### src/rtl/eq_match_tracker.sv
`default_nettype none
// ============================================================================
// Module      : eq_match_tracker
// Description : Sequential consumer for the equality comparator stage.
//               Operand pairs (a,b) arrive on a valid/ready stream. Each
//               accepted pair produces a registered equal flag one cycle
//               later. A run FSM raises `locked` after RUN_LEN consecutive
//               equal pairs. Saturating totals count matches and mismatches.
//
// Parameters  : WIDTH   - operand width of a and b
//               RUN_LEN - consecutive equal pairs needed to lock (>=1)
//               CNT_W   - width of the saturating total counters
//
// Ports       : clk, rst (async, active-high), clear (sync clear of FSM,
//               run and totals), in_valid/in_ready/a/b (input stream),
//               out_valid/out_ready/out_eq (result stream), locked,
//               run_cnt, match_cnt, mismatch_cnt (status).
//
// Build option: STICKY_LOCK_EN - when defined, a mismatch in LOCKED keeps
//               the FSM locked; only clear or rst leaves LOCKED.
//
// Revision    : 1.0 - initial release
// ============================================================================
module eq_match_tracker #(
    parameter int WIDTH   = 2,
    parameter int RUN_LEN = 4,
    parameter int CNT_W   = 8
) (
    input  logic                       clk,
    input  logic                       rst,
    input  logic                       clear,
    input  logic                       in_valid,
    output logic                       in_ready,
    input  logic [WIDTH-1:0]           a,
    input  logic [WIDTH-1:0]           b,
    output logic                       out_valid,
    input  logic                       out_ready,
    output logic                       out_eq,
    output logic                       locked,
    output logic [$clog2(RUN_LEN+1)-1:0] run_cnt,
    output logic [CNT_W-1:0]           match_cnt,
    output logic [CNT_W-1:0]           mismatch_cnt
);

    localparam int              RUN_W   = $clog2(RUN_LEN + 1);
    localparam logic [RUN_W-1:0] RUN_MAX = RUN_W'(RUN_LEN);
    localparam logic [CNT_W-1:0] CNT_MAX = {CNT_W{1'b1}};

    typedef enum logic [1:0] {
        ST_IDLE   = 2'd0,
        ST_RUN    = 2'd1,
        ST_LOCKED = 2'd2
    } state_t;

    state_t             state_q,    state_d;
    logic               valid_q,    valid_d;
    logic               eq_q,       eq_d;
    logic               locked_q,   locked_d;
    logic [RUN_W-1:0]   run_q,      run_d;
    logic [CNT_W-1:0]   match_q,    match_d;
    logic [CNT_W-1:0]   mismatch_q, mismatch_d;

    logic               accept;
    logic               pair_eq;

    // A stalled result blocks intake so it can never be overwritten.
    assign in_ready = !clear && (!valid_q || out_ready);
    assign accept   = in_valid && in_ready;
    assign pair_eq  = (a == b);

    always_comb begin
        state_d    = state_q;
        valid_d    = valid_q;
        eq_d       = eq_q;
        run_d      = run_q;
        match_d    = match_q;
        mismatch_d = mismatch_q;

        // Result register: load on accept, drain when consumed, else hold.
        if (accept) begin
            valid_d = 1'b1;
            eq_d    = pair_eq;
        end else if (out_ready) begin
            valid_d = 1'b0;
        end

        if (clear) begin
            state_d    = ST_IDLE;
            run_d      = '0;
            match_d    = '0;
            mismatch_d = '0;
        end else if (accept) begin
            if (pair_eq) begin
                if (match_q != CNT_MAX) match_d = match_q + CNT_W'(1);
            end else begin
                if (mismatch_q != CNT_MAX) mismatch_d = mismatch_q + CNT_W'(1);
            end

            case (state_q)
                ST_IDLE: begin
                    if (pair_eq) begin
                        run_d   = RUN_W'(1);
                        state_d = (RUN_LEN == 1) ? ST_LOCKED : ST_RUN;
                    end
                end
                ST_RUN: begin
                    if (pair_eq) begin
                        run_d   = run_q + RUN_W'(1);
                        if (run_q + RUN_W'(1) >= RUN_MAX) begin
                            run_d   = RUN_MAX;
                            state_d = ST_LOCKED;
                        end
                    end else begin
                        run_d   = '0;
                        state_d = ST_IDLE;
                    end
                end
                ST_LOCKED: begin
                    run_d = RUN_MAX;
`ifdef STICKY_LOCK_EN
                    state_d = ST_LOCKED;
`else
                    if (!pair_eq) begin
                        run_d   = '0;
                        state_d = ST_IDLE;
                    end
`endif
                end
                default: begin
                    run_d   = '0;
                    state_d = ST_IDLE;
                end
            endcase
        end else if (state_q != ST_IDLE && state_q != ST_RUN && state_q != ST_LOCKED) begin
            // Corrupted encoding: fall back to a clean IDLE without waiting for a pair.
            run_d   = '0;
            state_d = ST_IDLE;
        end

        locked_d = (state_d == ST_LOCKED);
    end

    always_ff @(posedge clk or posedge rst) begin
        if (rst) begin
            state_q    <= ST_IDLE;
            valid_q    <= 1'b0;
            eq_q       <= 1'b0;
            locked_q   <= 1'b0;
            run_q      <= '0;
            match_q    <= '0;
            mismatch_q <= '0;
        end else begin
            state_q    <= state_d;
            valid_q    <= valid_d;
            eq_q       <= eq_d;
            locked_q   <= locked_d;
            run_q      <= run_d;
            match_q    <= match_d;
            mismatch_q <= mismatch_d;
        end
    end

    assign out_valid    = valid_q;
    assign out_eq       = eq_q;
    assign locked       = locked_q;
    assign run_cnt      = run_q;
    assign match_cnt    = match_q;
    assign mismatch_cnt = mismatch_q;

endmodule
`default_nettype wire
### config.mk
export PLATFORM = sky130hd
export DESIGN_NAME = eq_match_tracker
export DESIGN_NICKNAME = d
export VERILOG_FILES = /design/src/rtl/eq_match_tracker.sv
export SDC_FILE = /design/constraint.sdc
export NUM_CORES = 1
export LEC_CHECK = 0
export ABC_AREA = 1
export ABC_CLOCK_PERIOD_IN_PS = 2700
export CORE_ASPECT_RATIO = 1.4
export CORE_MARGIN = 2
export CORE_UTILIZATION = 26
export CTS_CLUSTER_DIAMETER = 200
export CTS_CLUSTER_SIZE = 24
export DETAILED_ROUTE_END_ITERATION = 16
export GPL_ROUTABILITY_DRIVEN = 0
export SETUP_SLACK_MARGIN = 0.02
export SYNTH_ARGS = -nofsm -noshare
export SYNTH_HDL_FRONTEND = slang
export SYNTH_SLANG_ARGS = --single-unit
### constraint.sdc
create_clock -name clk -period 2.7 [get_ports clk]
set_input_delay 0.675 -clock clk [delete_from_list [all_inputs] [get_ports clk]]
set_output_delay 0.675 -clock clk [all_outputs]
set_load 0.05 [all_outputs]
* Word-level counts from Yosys, hierarchy flattened
Index checks and enable logic that the tools add are counted.
Cells by class: $add $sub $neg 3, $lt $le $gt $ge 1, equal/unequal tests 10, mux-type cells 26, reduce and logical (&&, ||, !) cells 18
Operator list (count):
- 8-bit 2-to-1 mux | 8
- 3-bit 2-to-1 mux | 7
- 8-bit by 1-bit adder with 8-bit output, second input constant | 2
- 8-bit != test, second input constant | 2
- 2-bit 2-to-1 mux | 7
- 2-bit nonzero test | 6
- 3-bit one-hot mux with 3 select lines | 1
- 2-bit one-hot mux with 3 select lines | 1
- 3-bit AND reduction | 2
- 2-bit == test, second input constant | 2
- 1-bit logical AND | 4
- 2-bit != test, second input constant | 2
- 4-bit != test, second input constant | 1
- 3-bit by 1-bit adder with 3-bit output, second input constant | 1
- 3-bit greater-or-equal comparator, second input constant | 1
- 3-bit nonzero test | 1
- 2-bit by 1-bit == test with 1-bit output, second input constant | 1
- 2-bit == test | 1
- 1-bit logical NOT | 2
- 2-bit logical NOT | 1
- 1-bit 2-to-1 mux | 2
- 2-bit by 1-bit != test with 1-bit output, second input constant | 1
- 2-bit AND reduction | 1
- 1-bit logical OR | 1
Storage, ports and cells: flip-flop bits (word level) 24, word-level logic and storage cells 65

* Depth between registers and ports, before layout
Gate-level depths: netlist of the first run.
word-level depth 8, gate-level depth with buffers 9

* Worst setup path after synthesis of the first run
OpenSTA, ideal clock, no wires.
path kind input -> output, start point in clear, end point out in_ready, arrival 1510 ps, setup slack 515 ps, stages 5, path through inv_2 > buf_2 > buf_2 > nand2_1 > inv_1
On the way: word-level cells in the longest chain between the ends 2
Ends and longest elaborated chain:
- start, declared | line 31 | input logic clear,
- 1-bit logical NOT | line 67 | assign in_ready = !clear && (!valid_q || out_ready);
- 1-bit logical AND | line 67
- end, declared | line 33 | output logic in_ready,
Every way passes these cells.

* Worst setup path after layout of the first run
start point in out_ready, end point out in_ready
On the way: word-level cells in the longest chain between the ends 2
Ends and longest elaborated chain:
- start, declared | line 37 | input logic out_ready,
- 1-bit logical OR | line 67
- 1-bit logical AND | line 67
Every way passes these cells.

==> flow_summary.toml, run 1 <==
[timing]
hold_violations = 0
drv_slew = 0
rsz0062_at_grt = "no"
fmax_mhz = 439
fin_crit_sh_pct = 84.3
finClkSkew_ps = 5.44
slew_headroom_pct = 66.8
fin_tns_setup_ps = 0
worst_pin_slew_ps = 497
setup_viol = 0
period_minus_slack_ps = 2280

[layout]
synthToLayoutAreaGrowth_pct = 30.2
fin_util_pct = 34.8
drive_gt1_share_pct = 9.83
fill_cells = 597
nets = 247
final_cell_mix = "73 x nand2_1, 30 x clkdlybuf4s50_1, 24 x dfrtp_1, 20 x nor2_1, 18 x inv_1"
n_antenna_cell = 0
mostFrequentLayoutCell = "nand2_1"

[synthesis]
synthAdderAreaFrac_pct = 2.58
synth_top_family_by_area = "simple AND/OR/NAND/NOR gates"
synthesis.area_um2 = 1460
synth_top_area_cell = "dfrtp_1"
synth.mux.area_fraction_pct = 0
netlist-cell-type-count = 26
synth.area.top_cells = "dfrtp_1 41%, nand2_1 19%, nand3_1 5.8%, nor2_1 5.2%, inv_1 4.6%"
synth_compound_area_share_pct = 8.08
synthXorXnorAreaFrac_pct = 0.602
synth_nets = 213
yosysSeqAreaShare_pct = 41.3
syn_inst = 201
ys_seq_elements = 24
avgSynthCellArea_um2 = 7.24
synthSimpleGateAreaFrac_pct = 39.0
yosysWarnings = 0
netlist.area_leader.share_pct = 41.3

[worst_hold_path]
hold_start = "run_cnt[1]"
hold_end = "run_cnt[1]"
holdPathStages = 2
hold_class = "flop to flop"

[setup_path]
required_ps = 2030
reg2reg_from = "mismatch_cnt[0]"
critPathMaxFanout = 3
path_delay_family = "buffers and inverters"
crit_type = "input pin to output pin"
critPathSlowestCell = "clkdlybuf4s50_1"
regToRegSetupSlack_ps = 1220
r2r-end = "mismatch_cnt[4]"
ff2ff_path_depth = 8
cp-end-kind = "output pin"
critPathBufInv = 4
arrival_ps = 1600
critPathLaunchType = "input pin"
max_stage_delay_ps = 450
cp_cell_sequence = "clkdlybuf4s50_1 -> inv_1 -> nand2_1 -> nand2_1 -> inv_1 -> buf_12"

[routing]
dr.pass1.iters = 4
finalWirelength_um = 3210
first_iter_violations = 26
wl_per_cell_um = 10.6
viasPerCell = 4.36
drc = 0
ant_nets = 0
via_count = 1317

[global_routing]
antenna_found_initial = 0
grt_pass1_vias = 1210
grt_max_degree = 25
grt_pass1_wl_um = 5360
grt_use_total_pct = 11.1
grt_overflow_total = 0

[power_and_ir_drop]
p_sw_share_pct = 33.9
clockPowerShare_pct = 28.4
pwr-share-seq_pct = 45.7
p_leak_nw = 0.845
comb_power_share_pct = 25.8
intPower_uw = 590
power.density_nw_per_um2 = 471
switchingPower_uw = 302
irDropWorstVdd_mv = 0.228

[floorplan]
die_area_um2 = 6220
io_pins = 32
die_w_um = 67.2
core_area_um2 = 5450
initial_core_util_pct = 26.7
rows = 32
die_h_um = 92.5

[clock_tree]
cts_resized = 0
path_clk_slew_ps = 80
cts_tree = "done"
clkSinkCount = 24
post-cts-setup-buffers = 0
cts_made_buffers = 3
clkLatencyLatePin_ps = 270
htree_num_levels = 1
cts_buffer_depth = 2
cts_hold_buf = 0
cts_root_buf = "clkbuf_8"

[status]
status = "finished clean"

[placed_design]
io_buffers = 31
dp_hpwl_um = 2380

[job]
cap_violations = 0
==> worst max path at each step <==
stage / startpoint / end / cells after the start
after floorplan: clear / in_ready / 5
after global placement: clear / mismatch_cnt[6] / 8
after detailed placement: clear / mismatch_cnt[4] / 9
after CTS: out_ready / in_ready / 6
after global routing: out_ready / in_ready / 6
final: out_ready / in_ready / 6
==> logic make-up after synthesis <==
group / after synthesis
xor+xnor: 1
fa+ha+maj: 3
buf+inv: 27
flops: 24
simple gates: 125
compound gates: 21
==> per-stage QoR <==
step                      instance area, µm²  setup WS, ps  total power, mW  instances  hold WS, ps
after floorplan                         1460           515            0.570        201          535
after detailed placement                1840           393            0.647        298          508
after global placement                  1840           408            0.646        298          498
final                                   1890           424            0.892        302          516
after CTS                               1890           426            0.902        302          528
after global routing                    1890           361            0.942        302          550
==> power by group through the flow <==
stage / registers (mW) / clock network, mW / logic (mW)
global route: 0.412 / 0.279 / 0.251
finish: 0.408 / 0.254 / 0.231
detailed placement: 0.415 / 0 / 0.232
global placement: 0.414 / 0 / 0.232
CTS: 0.408 / 0.261 / 0.233
floorplan: 0.481 / 0 / 0.0889
==> layout make-up <==
class                           instances  area (µm²)  area share [%]
Multi-Input combinational cell        150         732            38.6
Sequential cell                        24         601            31.7
Timing Repair Buffer                   33         335            17.7
Inverter                               23        86.3            4.56
Tap cell                               68        85.1            4.49
Clock buffer                            4        55.1            2.91
==> state kept, by name, summed over array words and instances (netlist names) <==
| name | count |
|---|---|
| state_q | 2 |
| out_eq | 1 |
| match_cnt | 8 |
| mismatch_cnt | 8 |
| run_cnt | 3 |
| out_valid | 1 |
| locked | 1 |
==> synthesized netlist by cell type <==
cell type   n
buf_6       1
nand4_1     2
nor3_1      1
nand2_1    73
xor2_1      1
o21ai_1    13
nand3_1    17
nor2_4      1
nor3b_1     1
ha_1        3
buf_8       1
nand3_4     2
or2_2       1
o21bai_1    2
nor2_2      1
clkinv_1    1
o21ai_2     2
dfrtp_1    24
nand3_2     3
inv_1      18
buf_2       2
nand3b_1    1
nor2_1     20
nand2_2     2
o21ai_0     4
inv_2       4
==> metal layers <==
metal	wire [µm]	GRT usage [%]	vias to the layer above
met5	0	0	-
met2	1550	18.6	21
met3	95	1.82	7
met1	1480	13.6	583
li1	-	-	706
met4	85	5.27	0
==> tightest hold or removal path, delay by kind of cell (launching register included) <==
kind,cells,cell delay [ps]
flops,1,380
simple gates,2,110
Note: power is estimated with default switching activity, not from simulation.
==> run 2, diff against run 1 <==
--- a/config.mk
+++ b/config.mk
@@ -6,7 +6,7 @@
 export NUM_CORES = 1
 export LEC_CHECK = 0
 export ABC_AREA = 1
-export ABC_CLOCK_PERIOD_IN_PS = 2700
+export ABC_CLOCK_PERIOD_IN_PS = 2300
 export CORE_ASPECT_RATIO = 1.4
 export CORE_MARGIN = 2
 export CORE_UTILIZATION = 26
==> constraint.sdc (replaced) <==
create_clock -name clk -period 2.3 [get_ports clk]
set_input_delay 0.575 -clock clk [delete_from_list [all_inputs] [get_ports clk]]
set_output_delay 0.575 -clock clk [all_outputs]
set_load 0.05 [all_outputs]
==> flow_summary.toml, run 2 (synthesized netlist as in run 1, its figures left out) <==
[layout]
seqCellArea_um2 = 601
final_area_um2 = 1880
fin_util_pct = 34.5
fill_cells = 596
nets = 247
multiInputGateArea_um2 = 732
synthToLayoutAreaGrowth_pct = 29.2
n_antenna_cell = 0
fin_cells = 301
mostFrequentLayoutCell = "nand2_1"
drive_gt1_share_pct = 9.44
final_cell_mix = "73 x nand2_1, 30 x clkdlybuf4s50_1, 24 x dfrtp_1, 20 x nor2_1, 18 x inv_1"

[floorplan]
rows = 32
die_area_um2 = 6220
die_w_um = 67.2
core_area_um2 = 5450
initial_core_util_pct = 26.7
die_h_um = 92.5
io_pins = 32

[setup_path]
critPathMaxFanout = 6
required_ps = 1730
critPathLaunchType = "flop"
critPathSlowestCell = "clkdlybuf4s50_1"
max_stage_delay_ps = 840
cp-end-kind = "output pin"
critPathBufInv = 1
cp_cell_sequence = "clkdlybuf4s50_1"
crit_type = "flop to output pin"
arrival_ps = 1570
path_delay_family = "buffers and inverters"

[power_and_ir_drop]
finalPower_uw = 989
p_leak_nw = 0.838
power.density_nw_per_um2 = 526
irDropWorstVdd_mv = 0.277

[placed_design]
dp_hpwl_um = 2320
io_buffers = 31
dpl_cell_area_um2 = 1840
placed_cells = 298

[routing]
first_iter_violations = 40
viasPerCell = 4.31
dr.pass1.iters = 4
drc = 0
finalWirelength_um = 3080
via_count = 1297
ant_nets = 0
wl_per_cell_um = 10.2

[job]
cap_violations = 0

[clock_tree]
cts_made_buffers = 3
clkSinkCount = 24
cts_root_buf = "clkbuf_8"
clkLatencyLatePin_ps = 260
cts_resized = 0
cts_buffer_depth = 2
post-cts-setup-buffers = 0
cts_tree = "done"
htree_num_levels = 1
path_clk_slew_ps = 80
cts_hold_buf = 0

[timing]
period_minus_slack_ps = 2140
drv_slew = 0
slew_headroom_pct = 65.8
finClkSkew_ps = 3.07
fin_crit_sh_pct = 93.1
setup_viol = 0
fin_tns_setup_ps = 0
worst_pin_slew_ps = 511
rsz0062_at_grt = "no"
fmax_mhz = 467
hold_violations = 0

[global_routing]
grt_overflow_total = 0
grt_max_degree = 25
grt_pass1_wl_um = 5420
antenna_found_initial = 0
grt_pass1_vias = 1227
grt_use_total_pct = 11.1

[worst_hold_path]
hold_class = "flop to flop"

[status]
status = "finished clean"
[run 2: through the flow]
step | setup slack [ps] | hold WS [ps]
after floorplan | 315 | 535
after global routing | 108 | 555
after global placement | 219 | 505
final | 160 | 507
after detailed placement | 228 | 506
after CTS | 138 | 525
[run 2: final timing paths]
check	startpoint	endpoint	slack (ps)	depth (start not counted)
min in group asynchronous	rst	locked	660	3
worst max-delay path	mismatch_cnt[3]	mismatch_cnt[3]	160	1
max in group asynchronous	rst	mismatch_cnt[0]	1390	3
worst max register to register	match_cnt[0]	match_cnt[5]	860	7
worst min register to register	out_eq	out_eq	510	2
worst min-delay path	out_eq	out_eq	510	2
[run 2: cell type report]
class                           count  area share, %
Multi-Input combinational cell    150           38.9
Sequential cell                    24           31.9
Timing Repair Buffer               33           17.8
Inverter                           23           4.59
Tap cell                           68           4.52
Clock buffer                        3           2.20
[run 2: routing by layer]
layer	wire length, µm	vias to the layer above	global-route usage (%)
met5	0	-	0
met4	49	0	4.42
met3	100	4	1.58
met2	1530	19	18.6
met1	1390	574	14.1
li1	-	700	-
[run 2: where the power goes]
group	total [mW]	switching, mW	internal [mW]	leakage, nW
registers	0.477	0.0310	0.446	0.328
logic	0.270	0.177	0.0928	0.488
clock network	0.242	0.125	0.117	0.0216
